File: src/rtl/seq_detector_param.sv
// seq_detector_param
// Programmable Mealy serial-pattern detector. Watches a one-bit serial
// stream and pulses w in the same cycle the final pattern bit arrives.
// The pattern is loadable at runtime. Matching may be overlapping or
// non-overlapping. Input bits are qualified by vld. Matches are counted
// in a saturating counter.
//
// Optional feature macro: SEQDET_STICKY_EN
//   defined   -> a sticky hit flag is built (set by a match, cleared by clr)
//   undefined -> no flag register, hit tied to 0
//
// Parameters:
//   PLEN    - pattern length in bits (2..32)
//   CNTW    - match counter width (1..32)
//   DEF_PAT - pattern loaded at reset
//
// Ports:
//   cl   - clock, rising edge
//   r    - synchronous active-low reset
//   j    - serial data bit
//   vld  - j is valid this cycle; state advances only when set
//   ovl  - 1 = overlapping matches, 0 = non-overlapping
//   load - capture pat into the pattern register (j is discarded)
//   pat  - new pattern, pat[PLEN-1] is received first
//   clr  - clear the match counter and the sticky flag
//   w    - Mealy match pulse
//   cnt  - saturating match count
//   hit  - sticky match flag
module seq_detector_param #(
  parameter int              PLEN    = 5,
  parameter int              CNTW    = 8,
  parameter logic [PLEN-1:0] DEF_PAT = 5'b10110
) (
  input  logic            cl,
  input  logic            r,
  input  logic            j,
  input  logic            vld,
  input  logic            ovl,
  input  logic            load,
  input  logic [PLEN-1:0] pat,
  input  logic            clr,
  output logic            w,
  output logic [CNTW-1:0] cnt,
  output logic            hit
);

  localparam int             FW       = $clog2(PLEN);
  localparam logic [FW-1:0]  FILL_MAX = FW'(PLEN - 1);
  localparam logic [CNTW-1:0] CNT_MAX = '1;

  logic [PLEN-1:0] pat_q,  pat_d;
  logic [PLEN-2:0] hist_q, hist_d;
  logic [FW-1:0]   fill_q, fill_d;
  logic [CNTW-1:0] cnt_q,  cnt_d;
  logic [PLEN-1:0] histJ;
  logic            m;

  // The window is the held history with the incoming bit appended as the
  // newest (last) pattern bit. Only a full history can match, and a load
  // in the same cycle suppresses the match because j is being discarded.
  always_comb begin
    histJ = {hist_q, j};
    m     = vld & ~load & (fill_q == FILL_MAX) & (histJ == pat_q);
  end

  // The pulse is forced low while reset is held, even if the stale state
  // would otherwise complete a match.
  assign w   = r & m;
  assign cnt = cnt_q;

  // Next-state for pattern, history and counter. A non-overlapping match
  // throws the history away so the next match needs a full fresh pattern;
  // an overlapping match just keeps shifting. The low PLEN-1 bits of the
  // window are the shifted history, which also covers PLEN=2 cleanly.
  always_comb begin
    pat_d  = pat_q;
    hist_d = hist_q;
    fill_d = fill_q;
    cnt_d  = cnt_q;
    if (load) begin
      pat_d  = pat;
      hist_d = '0;
      fill_d = '0;
    end else if (vld) begin
      if (m && !ovl) begin
        hist_d = '0;
        fill_d = '0;
      end else begin
        hist_d = histJ[PLEN-2:0];
        if (fill_q != FILL_MAX) begin
          fill_d = fill_q + 1'b1;
        end
      end
    end
    // clr wins over a simultaneous match; the counter never wraps.
    if (clr) begin
      cnt_d = '0;
    end else if (m && (cnt_q != CNT_MAX)) begin
      cnt_d = cnt_q + 1'b1;
    end
  end

  // State registers with synchronous active-low reset; a reset also drops
  // any runtime-loaded pattern back to DEF_PAT.
  always_ff @(posedge cl) begin
    if (!r) begin
      pat_q  <= DEF_PAT;
      hist_q <= '0;
      fill_q <= '0;
      cnt_q  <= '0;
    end else begin
      pat_q  <= pat_d;
      hist_q <= hist_d;
      fill_q <= fill_d;
      cnt_q  <= cnt_d;
    end
  end

`ifdef SEQDET_STICKY_EN
  logic hit_q, hit_d;

  // Sticky flag: set by any match, cleared by clr (clr wins when both
  // happen in the same cycle).
  always_comb begin
    hit_d = hit_q;
    if (clr) begin
      hit_d = 1'b0;
    end else if (m) begin
      hit_d = 1'b1;
    end
  end

  // Sticky flag register, cleared by reset.
  always_ff @(posedge cl) begin
    if (!r) begin
      hit_q <= 1'b0;
    end else begin
      hit_q <= hit_d;
    end
  end

  assign hit = hit_q;
`else
  assign hit = 1'b0;
`endif

endmodule

File: config.mk
export PLATFORM = sky130hd
export DESIGN_NAME = seq_detector_param
export DESIGN_NICKNAME = d
export VERILOG_FILES = /design/src/rtl/seq_detector_param.sv
export SDC_FILE = /design/constraint.sdc
export NUM_CORES = 1
export LEC_CHECK = 0
export BUFFER_PORTS_ARGS = -buffer_cell sky130_fd_sc_hd__buf_4
export CORE_MARGIN = 4
export CORE_UTILIZATION = 25
export DETAILED_ROUTE_END_ITERATION = 8
export SLEW_MARGIN = 25
export SYNTH_ARGS = -nofsm -noshare
export SYNTH_HDL_FRONTEND = slang
export SYNTH_SLANG_ARGS = --single-unit
File: constraint.sdc
create_clock -name cl -period 2 [get_ports cl]
set_input_delay 0.2 -clock cl [delete_from_list [all_inputs] [get_ports cl]]
set_output_delay 0.2 -clock cl [all_outputs]
set_load 0.03 [all_outputs]
; Word level (Yosys, flattened, before mapping)
; Cells that the tools add are included.
; Widths: inputs -> output; s select.
[classes]
add_sub_neg = 2
n_eq_ne = 4
mux = 3
bitwise_logic = 6
n_reduce_logical = 7
[op_table]
columns = cell, count
row1 = $add 8x1->8 const B, 1
row2 = $ne 8x8->1 const B, 1
row3 = $mux 3, 2
row4 = $eq 5x5->1, 1
row5 = $and 1x1->1, 4
row6 = $mux 4, 1
row7 = $reduce_or 2->1, 2
row8 = $add 3x1->3 const B, 1
row9 = $eq 3x3->1 const B, 1
row10 = $ne 3x3->1 const B, 1
row11 = $logic_and 1x1->1, 2
row12 = $not 1->1, 2
row13 = $reduce_and 2->1, 1
row14 = $reduce_bool 2->1, 1
row15 = $logic_not 1->1, 1
[totals]
reg_bits = 20
elab_cells = 26

; Logic depth before layout (Yosys ltp)
; Gate-level depths: netlist (run 1).
[logic_depth]
depth_word = 7
ltp_mapped = 8
mapped_depth_nobuf = 7

; Least setup slack after synthesis (run 1)
; No wires, ideal clock.
[synth_path]
kind = register to register
startpoint = register fill_q[0]
endpoint = register hist_q[2]
setup_time_ns = 0.117
t_arrival_ns = 1.597
slack_ns = 0.286
stages_incl_launch_ff = 9
period_less_slack_ns = 1.714
path_cell_list = dfxtp_1 -> inv_1 -> ha_1 -> and4b_1 -> and4_1 -> nand2_1 -> or2_1 -> clkbuf_1 -> a32o_1
[synth_via]
elab_chain_cells = 5
[synth_rtl]
columns = item, line
row1 = start: declaration, 53  ; logic [FW-1:0] fill_q, fill_d;
row2 = start signal: assignment, 114  ; fill_q <= fill_d;
row3 = $eq 3x3->1, 63  ; m = vld & ~load & (fill_q == FILL_MAX) & (histJ == pat_q);
row4 = $and 1x1->1 (2 in a row), 63
row5 = $logic_and 1x1->1, 85  ; if (m && !ovl) begin
row6 = $mux 4, 85
row7 = end signal: assignment, 113  ; hist_q <= hist_d;
row8 = end: declaration, 52  ; logic [PLEN-2:0] hist_q, hist_d;
; No other way between the ends.
; A chain may end at the register's enable or synchronous reset.

; Final worst setup path (run 1)
[layout_path]
startpoint = register fill_q[0]
endpoint = output w
[layout_via]
elab_chain_cells = 4
[layout_rtl]
columns = item, line
row1 = $eq 3x3->1, 63
row2 = $and 1x1->1 (2 in a row), 63
row3 = $and 1x1->1, 68  ; assign w = r & m;
row4 = end: declaration, 42  ; output logic w,
; No other way between the ends.

==> results of run 1 <==
## per-layer routing
metal	wire length (um)	up-vias	GRT usage [%]	part of all wire, %
li1	-	433	-	-
met1	960	381	9.536	45
met2	998	19	14.80	47
met3	144	5	4.067	6.7
met4	36	0	3.758	1.7
met5	0	-	0	0
## worst paths after layout
| path | startpoint | to |
|---|---|---|
| worst max-delay path | fill_q[0] | w |
| worst max register to register | fill_q[0] | hist_q[3] |
| worst min-delay path | pat[4] | pat_q[4] |
| worst min register to register | pat_q[1] | pat_q[1] |
## synth_stat cells (all sizes together) (4+ instances only)
cell and number:
a21oi 6, a32o 4, buf 4, dfxtp 20, mux2i 6, nand2 8
nand4 4, nor2 6, nor2b 4, o21ai 4, or3 4
## layout make-up
cell class,count,share of cell area [%]
Clock buffer,3,3.267
Clock inverter,1,2.376
Inverter,3,0.8911
Multi-Input combinational cell,80,44.65
Sequential cell,20,31.88
Tap cell,48,4.752
Timing Repair Buffer,20,12.18
## flip-flops by register name, summed over array words and instances (netlist names)
name	flops
pat_q	5
cnt	8
hist_q	4
fill_q	3
## power groups by stage
stage | clock [W] | sequential [W] | combinational [W]
5_1_grt | 0.000437 | 0.000413 | 0.0000684
3_5_place_dp | 0 | 0.000422 | 0.0000620
2_1_floorplan | 0 | 0.000420 | 0.0000423
3_3_place_gp | 0 | 0.000421 | 0.0000604
6_report | 0.000407 | 0.000412 | 0.0000616
4_1_cts | 0.000421 | 0.000412 | 0.0000623
## logic make-up after synthesis
kind of cell | Yosys count
DFF | 20
adders and majority gates | 3
AOI/OAI and AO/OA | 19
and+or+nand+nor | 45
buffers and inverters | 10
muxes | 6
xor gates and xnor gates | 6
other | 1
## critical path: stages (launching register included)
cell and delay [ns]:
sky130_fd_sc_hd__dfxtp_2 0.34, sky130_fd_sc_hd__inv_1 0.08, sky130_fd_sc_hd__ha_2 0.18, sky130_fd_sc_hd__and4b_1 0.21, sky130_fd_sc_hd__nand2_1 0.05, sky130_fd_sc_hd__and4b_1 0.26
sky130_fd_sc_hd__and2_1 0.16, sky130_fd_sc_hd__buf_6 0.13
## metrics by stage
step / cells / instance area, um^2 / setup WS [ns] / power (W)
finish: 175 / 1264 / 0.1258 / 0.0008812
global route: 175 / 1264 / 0.005471 / 0.0009190
CTS: 175 / 1247 / 0.05159 / 0.0008957
detailed placement: 171 / 1176 / 0.1495 / 0.0004837
global placement: 171 / 1176 / 0.2117 / 0.0004817
floorplan: 110 / 1012 / 0.2858 / 0.0004624
## placed cells by master (no fill, tap or decap), types with 3 or more instances in the layout
master	n
sky130_fd_sc_hd__buf_4	19
sky130_fd_sc_hd__dfxtp_1	18
sky130_fd_sc_hd__nand2_1	8
sky130_fd_sc_hd__mux2i_1	6
sky130_fd_sc_hd__a21oi_1	6
sky130_fd_sc_hd__nor2_1	5
sky130_fd_sc_hd__nor2b_1	4
sky130_fd_sc_hd__a32o_1	4
sky130_fd_sc_hd__nand4_1	4
sky130_fd_sc_hd__o21ai_1	4
sky130_fd_sc_hd__or3_1	4
sky130_fd_sc_hd__and4b_1	3
sky130_fd_sc_hd__xnor2_1	3
sky130_fd_sc_hd__xor2_1	3
sky130_fd_sc_hd__and2_1	3
sky130_fd_sc_hd__nand2b_1	3
sky130_fd_sc_hd__clkbuf_8	3
==> results, run 1 <==
- The flow ran to the end, and the final reports show no timing, DRC or antenna violations.
- The quantity of I/O buffers inserted on ports is 20.
- The synthesized netlist devotes about an eighth of its cell area to compound gates.
- The number of vias in the routed layout is around 840.
- The die is 71.63 um wide.
- In this run the register-to-register setup slack is roughly 0.16 ns.
- The height of the die is about 70 um.
- The final-layout fill cell count is ~400.
- Clock tree synthesis found a total of 20 sinks.
- The first global-routing pass estimated 3.560 mm of wire.
- The internal portion of total power is 0.0007055 W.
- The count of nets left with antenna violations once routing finished came out at 0.
- Summing the areas of all fa, ha and maj instances in the mapped netlist gives roughly 3.7% of the synthesized area.
- The type of the worst min-delay path is primary input to flip-flop.
- Entering global routing, the biggest net connects 13 pins.
- The cell row count is 22.
- Along the worst hold path, the cell count comes to 3.
- After synthesis, flip-flops and latches occupy a little under 40% of the total area.
- The total power divided by cell area is ~700 nW/um^2.
- Static timing analysis puts the maximum clock frequency at 533.6 MHz.
- Across the VDD grid, the largest voltage drop is 0.2963 mV.
- The number of max-slew violations in the final report is 0.
- Gates resized during post-CTS repair numbered 0.
- Once detailed placement completed, the half-perimeter wirelength came to around 1.6 mm.
- The smallest clock period supported by the final layout is computed as around 1.9 ns.
- Of all nets on the critical path, the largest fanout is 4.
- The number of diodes is 0.
- After clock tree synthesis, the setup repair step added 0 buffers.
- The distinct cell type count of the synthesized netlist is 35.
- The fraction of final layout cells with drive strength greater than 1 is about a quarter.
- The instance count of the mapped netlist is 110.
- Using the TritonRoute via totals, the vias-per-cell ratio works out to 4.789.
- The max-cap violation count is 0.
- The clock reaches the later pin of the worst-skew pair after 0.26 ns.
- After clock tree synthesis, the flow added hold-fix buffers numbering 0.
- Setup violations remaining at the end of the flow were counted as 0.
- The region available for standard cell placement spans 3799 um^2.
- The critical path startpoint category is a flip-flop.
- The hold violation count in the final report is 0.
- For this configuration, the core starts out at a cell density of between 20% and 30%.
- The leakage power figure is slightly below 0.5 nW.
- Registers take between 400 and 500 um^2.
- The switching power summed over all nets is around 0.00018 W.
- The maximum buffer depth of the clock tree is 2.
- In this run the number of H-tree levels came out at 1.
- Sequential cells burn ~47% of the power.
- The worst setup path is of the flip-flop to primary output kind.
- The number of global-route vias before repair is around 850.
- The flip-flop and latch count after synthesis is 20.
- The overall routed net length is 2.139 mm.
- The final net count is roughly 140.
- After the first detailed-routing iteration, the DRC count stood at 34.
- Ranked by total cell area, the synthesized netlist is headed by sky130_fd_sc_hd__dfxtp_1, sky130_fd_sc_hd__mux2i_1, sky130_fd_sc_hd__a32o_1.
- The multi-input gate area in the final layout is 564.3 um^2.
- The fraction of synthesized cell area taken by the top area cell type is between 30% and 40%.
- After clock tree synthesis, the clock-pin slew on the worst setup and hold paths is roughly 0.080 ns.
- For the final database, setup skew stands at roughly 0.0060 ns.
- The number of DRC violations after detailed routing is 0.
- The area of the die is approximately 5100 um^2.
- The count of TritonRoute iterations in the first routing pass is 4.
- The area of the mapped netlist is between 1000 and 1500 um^2.
- The average wire length per cell after detail routing is between 10 and 15 um.
- Across every metal layer, demand over resource in global routing totals approximately 9%.
- In the synthesized netlist, mux cells make up roughly 5.9% of the area.
- The area growth from synthesis to layout is 24.85%.
- The minimum hold slack is about 0.15 ns.
- Buffers inserted during clock tree synthesis total 3.
- The root buffer selected by CTS is sky130_fd_sc_hd__clkbuf_8.
- 22 I/O pins were placed.
- The number of enable-type register cells in the synthesized netlist is 0.
- The number of antenna violations at the first check in global routing came to 0.
- During synthesis, Yosys emitted a total of 0 warnings.
- Net switching is approximately a fifth of the power.
- After synthesis, the largest family of logic cells by area is simple AND/OR/NAND/NOR gates.
- The post-route clock period utilization is roughly 94%.
- Global routing finished with a remaining overflow of 0.
- The part of the total power dissipated in the clock network is 46.2%.
- STA puts the critical path data arrival time at between 1.5 and 2 ns.
- The synthesized area divided by synthesized cell count is about 9.2 um^2.
- Setup repair after global routing left no endpoint under its margin.
- TritonCTS built the clock tree.
- The number of cells on the worst reg-to-reg path is 7.
- The share of the core filled with cells in the final layout is between 30 and 40%.
- For this run, the leading register cell type out of synthesis is sky130_fd_sc_hd__dfxtp_1.
- The library cell with the largest summed area after synthesis is sky130_fd_sc_hd__dfxtp_1.
- Combinational logic is responsible for about 7.0% of the overall power.
- The endpoint kind of the worst setup timing path is a primary output.
- The number of nets in the synthesized netlist is 125.
- The share of synthesized cell area in and, or, nand and nor gates is between 20% and 30%.
- Summed over all failing endpoints, the final setup total negative slack is 0 ns.
- STA puts the critical path data required time at approximately 1.8 ns.
- The congestion estimate from routability-driven global placement came to 0.6786.
- In the synthesized netlist the async set-or-reset flop fraction comes to 0%.
- The synthesized netlist devotes 5.192% of its cell area to XOR and XNOR gates.
(Power assumes the default switching activity.)
==> inputs of run 2 (changes only) <==
--- a/constraint.sdc
+++ b/constraint.sdc
@@ -3,2 +3,2 @@
 set_output_delay 0.2 -clock cl [all_outputs]
-set_load 0.03 [all_outputs]
+set_load 0.02 [all_outputs]
==> results, run 2 (synthesized netlist as in run 1, its figures left out) <==
- The global-route wire length before repair is 3.560 mm (unchanged).
- The total setup violations reported at the end of the flow came to 0 (unchanged).
- The final-layout fill cell count is 395 (was 397).
- The post-route standard cell area excluding fillers was 1267 um^2 (was 1264 um^2).
- The hold buffer count at CTS is 0 (unchanged).
- The remaining global-route overflow is 0 (unchanged).
- The count of TritonRoute iterations in the first routing pass is 4 (unchanged).
- Setup repair after global routing missed its margin: false (unchanged).
- The total power divided by cell area came to 697.1 nW/um^2 (was 697.3 nW/um^2).
- The endpoint kind of the worst setup timing path is a primary output (unchanged).
- The number of flip-flops under the largest register name is 8 (unchanged).
- The cell row count came to 22 (unchanged).
- The maximum fanout encountered on the critical timing path came to 3 (was 4).
- The total placed instance area is 1176 um^2 (unchanged).
- The fraction of final layout cells with drive strength greater than 1 is 23.44% (was 23.62%).
- The clock period minus worst slack is 1.863 ns (was 1.874 ns).
- The final cell count without fillers is 176 (was 175).
- The number of antenna violations at the first check in global routing is 0 (unchanged).
- The layout overhead on the synthesized area came to 25.22% (was 24.85%).
- The number of vias in the routed layout is 843 (was 838).
- The final net count is 144 (was 143).
- The overall die width is 71.63 um (unchanged).
- The part of the total power dissipated in the clock network is 46.2% (about the same).
- The pin count of the biggest net entering global routing is 13 (unchanged).
- The maximum clock frequency is 536.9 MHz (was 533.6 MHz).
- Most frequent cells in the layout: sky130_fd_sc_hd__buf_4, sky130_fd_sc_hd__dfxtp_1, sky130_fd_sc_hd__nand2_1 (unchanged).
- The total negative setup slack is 0 ns (unchanged).
- The number of DRC violations after detailed routing came to 0 (unchanged).
- Result of the run: finished, final reports clean (unchanged).
- The initial cell density of the core was 26.65% (unchanged).
- The overall power of the completed layout was 0.0008835 W (was 0.0008812 W).
- The number of cells on the worst reg-to-reg path came to 7 (unchanged).
- The clock sink count came to 20 (unchanged).
- The clock edge transition at the registers on the reported setup and hold paths came to 0.08 ns (about the same).
- The setup slack on the worst flop-to-flop path is 0.16 ns (about the same).
- The overall routing resource usage was 8.825% (unchanged).
- The placeable core region is 3799 um^2 (unchanged).
- The endpoint of the worst hold path was pat_q[4] (unchanged).
- The total I/O pin count is 22 (unchanged).
- The number of global-route vias before repair was 849 (unchanged).
- The startpoint-to-endpoint class of the critical path is flip-flop to primary output (unchanged).
- The average wire length per cell after detail routing is 12.23 um (was 12.22 um).
- The number of diodes is 0 (unchanged).
- The launch point of the critical path is fill_q[1] (was fill_q[0]).
- The most common cell after layout, fill and taps aside was sky130_fd_sc_hd__buf_4 (unchanged).
- The overall routed net length is 2.153 mm (was 2.139 mm).
- The combinational share of power is 7.1% (was 7.0%).
- The startpoint of the worst register-to-register path is fill_q[1] (was fill_q[0]).
- The total number of H-tree levels is 1 (unchanged).
- The destination of the worst register-to-register timing path is hist_q[3] (unchanged).
- The last weighted congestion value of the routability-driven placer came to 0.6786 (unchanged).
- The internal portion of total power is 0.0007068 W (was 0.0007055 W).
- The clock skew after layout was 0.007343 ns (was 0.006012 ns).
- The CTS tree is built (unchanged).
- The half-perimeter wire length after placement is 1.612 mm (unchanged).
- The critical path startpoint category is a flip-flop (unchanged).
- The quantity of I/O buffers inserted on ports is 20 (unchanged).
- The leakage power figure came to 0.4929 nW (was 0.4896 nW).
- The clock latency reported for the late side of the worst-skew pair is 0.27 ns (was 0.26 ns).
- The detailed router's first-iteration violation count was 33 (was 34).
- The post-detailed-route count of antenna-violating nets is 0 (unchanged).
- The total instance count after detailed placement is 171 (unchanged).
- The cell count of the worst hold path is 3 (unchanged).
- The number of max-slew violations in the final report is 0 (unchanged).
- The switching power summed over all nets is 0.0001768 W (was 0.0001758 W).
- The area of the die is 5131 um^2 (unchanged).
- The max-cap violation count is 0 (unchanged).
- The post-route clock period utilization is 93.13% (was 93.71%).
- The type of the worst min-delay path is primary input to flip-flop (unchanged).
- The hold violation count in the final report is 0 (unchanged).
- The fraction of power consumed by sequential logic is 46.7% (was 46.8%).
- The post-detailed-route via-to-cell ratio is 4.790 (was 4.789).
- The root buffer selected by CTS is sky130_fd_sc_hd__clkbuf_8 (unchanged).
- The required time at the endpoint of the critical path is 1.80 ns (about the same).
- The number of CTS-inserted buffers is 3 (unchanged).
- The worst path arrival time is 1.66 ns (was 1.67 ns).
- The height of the die is 71.63 um (unchanged).
- The switching portion of total power was 20.01% (was 19.95%).
- The maximum buffer depth of the clock tree came to 2 (unchanged).
- The worst ir drop on vdd is 0.2996 mV (was 0.2963 mV).
- The launch point of the worst hold path is pat[4] (unchanged).
==> run 2: changes by cell type in the layout (fill, tap and decap cells not counted), sizes merged <==
cell and delta:
buf +1
==> run 2: critical path, cell delays in order, from the launching register on <==
cell and delay (ns):
sky130_fd_sc_hd__dfxtp_2 0.33, sky130_fd_sc_hd__inv_1 0.08, sky130_fd_sc_hd__ha_2 0.18, sky130_fd_sc_hd__and4b_1 0.21
sky130_fd_sc_hd__nand2_1 0.05, sky130_fd_sc_hd__and4b_1 0.26, sky130_fd_sc_hd__and2_1 0.14, sky130_fd_sc_hd__buf_4 0.14
==> run 2: timing repair <==
item,4_1_cts,5_1_grt
resized for setup,0,4
buffers inserted,0,1
setup endpoints to repair,0,6
==> run 2: metal layers <==
metal  part of all wire, %  vias up  track usage [%]  wire length (um)
li1                      -      435                -                 -
met1                    45      384            9.536               964
met2                    47       19            14.80              1006
met3                   6.8        5            4.067               146
met4                   1.7        0            3.758                36
met5                     0        -                0                 0
==> run 2: worst max-delay path by stage <==
stage,cells past startpoint,endpoint,slack (ns)
4_1_cts,7,w,0.06
2_1_floorplan,8,hist_q[2],0.29
3_3_place_gp,7,cnt[3],0.21
6_report,7,w,0.14
5_1_grt,7,w,0.01
3_5_place_dp,7,cnt[4],0.15
==> run 2: area by class of cell <==
type | instances | area [um^2] | share of cell area (%)
multi-input cells | 80 | 564.3 | 44.52
inverters | 3 | 11.26 | 0.8884
flip-flops and latches | 20 | 402.9 | 31.79
repair buffers | 21 | 157.7 | 12.44
clock buffers | 3 | 41.29 | 3.258
clock inverters | 1 | 30.03 | 2.369
well taps | 48 | 60.06 | 4.738
==> run 2: power by group through the flow <==
stage / logic, W / clock network (W) / registers, W
CTS: 0.0000615 / 0.000421 / 0.000412
global route: 0.0000691 / 0.000437 / 0.000413
detailed placement: 0.0000612 / 0 / 0.000422
floorplan: 0.0000415 / 0 / 0.000420
finish: 0.0000626 / 0.000409 / 0.000412
global placement: 0.0000596 / 0 / 0.000421
==> run 2: metrics by stage <==
stage | util, % | hold slack (ns) | worst slack [ns]
2_1_floorplan | - | 0.3285 | 0.2858
3_3_place_gp | 30.96 | 0.4157 | 0.2117
3_5_place_dp | 30.96 | 0.4249 | 0.1495
4_1_cts | 32.84 | 0.1386 | 0.06261
5_1_grt | 33.37 | 0.1532 | 0.009808
6_report | 33.37 | 0.1478 | 0.1375
==> inputs of run 3 (changes only) <==
CORE_MARGIN = not set   (was 4)
==> results, run 3 (synthesized netlist as in run 1, its figures left out) <==
- The half-perimeter wire length after placement is 1.604 mm (was 1.612 mm).
- The global-route wire length before repair is 3.622 mm (was 3.560 mm).
- The hold buffer count at CTS is 0 (unchanged).
- The total instance count after detailed placement is 171 (unchanged).
- The height of the die came to 65.63 um (was 71.63 um).
- The maximum fanout encountered on the critical timing path was 4 (was 3).
- The clock period minus worst slack is 1.866 ns (was 1.863 ns).
- The fraction of final layout cells with drive strength greater than 1 was 20.63% (was 23.44%).
- The minimum hold slack is 0.1594 ns (was 0.1478 ns).
- The most common cell after layout, fill and taps aside is sky130_fd_sc_hd__buf_4 (unchanged).
- The average wire length per cell after detail routing is 12.07 um (was 12.23 um).
- The clock sink count came to 20 (unchanged).
- Most frequent cells in the layout: sky130_fd_sc_hd__buf_4, sky130_fd_sc_hd__dfxtp_1, sky130_fd_sc_hd__nand2_1 (unchanged).
- The total setup violations reported at the end of the flow was 0 (unchanged).
- The area of the die is 4307 um^2 (was 5131 um^2).
- The kind of cell with the highest combined delay on the critical path is simple AND/OR/NAND/NOR gates (unchanged).
- The met3 routed wirelength is 122 um (was 146 um).
- The number of DRC violations after detailed routing was 0 (unchanged).
- The layout overhead on the synthesized area is 21.14% (was 25.22%).
- The highest-delay cell along the critical path is sky130_fd_sc_hd__dfxtp_2 (unchanged).
- The peak per-stage delay on the critical path is 0.36 ns (was 0.33 ns).
- The quantity of I/O buffers inserted on ports came to 20 (unchanged).
- The number of global-route vias before repair is 852 (was 849).
- The total length of routed met2 wires was 1.002 mm (was 1.006 mm).
- The number of cells upsized or downsized after cts is 0 (unchanged).
- The critical path's most frequent cell is sky130_fd_sc_hd__and4b_1 (unchanged).
- The number of buffer and inverter instances along the worst setup path is 2 (unchanged).
- The detailed router's first-iteration violation count came to 52 (was 33).
- The number of vias in the routed layout is 861 (was 843).
- The number of max-slew violations in the final report is 0 (unchanged).
- The root buffer selected by CTS is sky130_fd_sc_hd__clkbuf_8 (unchanged).
- The overall routed net length was 2.100 mm (was 2.153 mm).
- The final net count is 143 (was 144).
- The required time at the endpoint of the critical path was 1.80 ns (about the same).
- The CTS tree is built (unchanged).
- The overall routing resource usage is 11.04% (was 8.825%).
- The remaining global-route overflow was 0 (unchanged).
- The post-detailed-route via-to-cell ratio is 4.948 (was 4.790).
- The overall die width is 65.63 um (was 71.63 um).
- The leakage power figure is 0.4749 nW (was 0.4929 nW).
- The endpoint kind of the worst setup timing path is a primary output (unchanged).
- The maximum buffer depth of the clock tree is 2 (unchanged).
- The maximum clock frequency came to 536.0 MHz (was 536.9 MHz).
- The worst path arrival time is 1.67 ns (was 1.66 ns).
- The post-route clock period utilization is 93.28% (was 93.13%).
- The highest routed metal layer was met4 (unchanged).
- The critical path startpoint category is a flip-flop (unchanged).
- The hold violation count in the final report is 0 (unchanged).
- The share of the core filled with cells in the final layout was 32.51% (was 33.37%).
- The max-cap violation count was 0 (unchanged).
- The total number of H-tree levels is 1 (unchanged).
- The pin count of the biggest net entering global routing is 13 (unchanged).
- The number of buffers inserted to repair setup after CTS was 0 (unchanged).
- The clock latency reported for the late side of the worst-skew pair is 0.25 ns (was 0.27 ns).
- The number of diodes is 0 (unchanged).
- The placeable core region is 3771 um^2 (was 3799 um^2).
- The final-layout fill cell count is 389 (was 395).
- The cell row count came to 22 (unchanged).
- The wire length on met1 is 964 um (unchanged).
- The number of flip-flops under the largest register name was 8 (unchanged).
- The total power divided by cell area is 594.5 nW/um^2 (was 697.1 nW/um^2).
- The clock edge transition at the registers on the reported setup and hold paths is 0.07 ns (was 0.08 ns).
- The clock skew after layout is 0.004620 ns (was 0.007343 ns).
- List of cells traversed by the critical path: inv_1 -> ha_1 -> and4b_1 -> nand2_1 -> and4b_1 -> and2_1 -> buf_4 (was inv_1 -> ha_2 -> and4b_1 -> nand2_1 -> and4b_1 -> and2_1 -> buf_4).
- The number of antenna violations at the first check in global routing is 0 (unchanged).
- The total I/O pin count is 22 (unchanged).
- The number of CTS-inserted buffers is 3 (unchanged).
- The startpoint-to-endpoint class of the critical path was flip-flop to primary output (unchanged).
- The total negative setup slack was 0 ns (unchanged).
- The last weighted congestion value of the routability-driven placer is 0.7358 (was 0.6786).
- The type of the worst min-delay path is primary input to flip-flop (unchanged).
- Setup repair after global routing missed its margin: false (unchanged).
- The count of TritonRoute iterations in the first routing pass is 4 (unchanged).
- The post-detailed-route count of antenna-violating nets is 0 (unchanged).
- The initial cell density of the core is 26.84% (was 26.65%).
- The worst ir drop on vdd was 0.2254 mV (was 0.2996 mV).
- The final cell count without fillers is 174 (was 176).
- Result of the run: finished, final reports clean (unchanged).
run 3: metal layers:
| layer | track usage, % | up-vias |
|---|---|---|
| li1 | - | 428 |
| met1 | 12.17 | 407 |
| met2 | 19.26 | 23 |
| met3 | 4.340 | 3 |
| met4 | 3.261 | 0 |
| met5 | 0 | - |
run 3: cell type report:
class | count | area (um^2) | area share (%)
Tap cell | 48 | 60.06 | 4.898
Inverter | 3 | 11.26 | 0.9184
Multi-Input combinational cell | 80 | 561.8 | 45.82
Clock buffer | 3 | 41.29 | 3.367
Sequential cell | 20 | 401.6 | 32.75
Timing Repair Buffer | 20 | 150.1 | 12.24
run 3: power breakdown:
| group | leakage (nW) | switching, W | internal (W) |
|---|---|---|---|
| Clock | 0.0216 | 0.000121 | 0.000134 |
| Combinational | 0.291 | 0.0000299 | 0.0000316 |
| Sequential | 0.163 | 0.00000615 | 0.000407 |
run 3: final timing paths:
check / startpoint / end / slack [ns] / depth (start not counted)
worst min-delay path: pat[4] / pat_q[4] / 0.16 / 3
worst min register to register: pat_q[1] / pat_q[1] / 0.50 / 2
worst max register to register: fill_q[0] / hist_q[2] / 0.16 / 7
worst max-delay path: fill_q[0] / w / 0.13 / 7
run 3: stage by stage:
step / total power [W] / worst slack (ns) / instance area, um^2
final: 0.0007290 / 0.1343 / 1226
after global routing: 0.0007737 / 0.02709 / 1226
after CTS: 0.0007426 / 0.1028 / 1217
after detailed placement: 0.0004829 / 0.1192 / 1176
after global placement: 0.0004808 / 0.2094 / 1176
after floorplan: 0.0004616 / 0.2858 / 1012
run 3: worst register-to-register path: stages, from the launching register on:
cell	delay (ns)
sky130_fd_sc_hd__dfxtp_2	0.34
sky130_fd_sc_hd__inv_1	0.08
sky130_fd_sc_hd__ha_1	0.17
sky130_fd_sc_hd__and4b_1	0.22
sky130_fd_sc_hd__and4_1	0.24
sky130_fd_sc_hd__nand2_1	0.08
sky130_fd_sc_hd__or2_1	0.32
sky130_fd_sc_hd__a32o_1	0.29
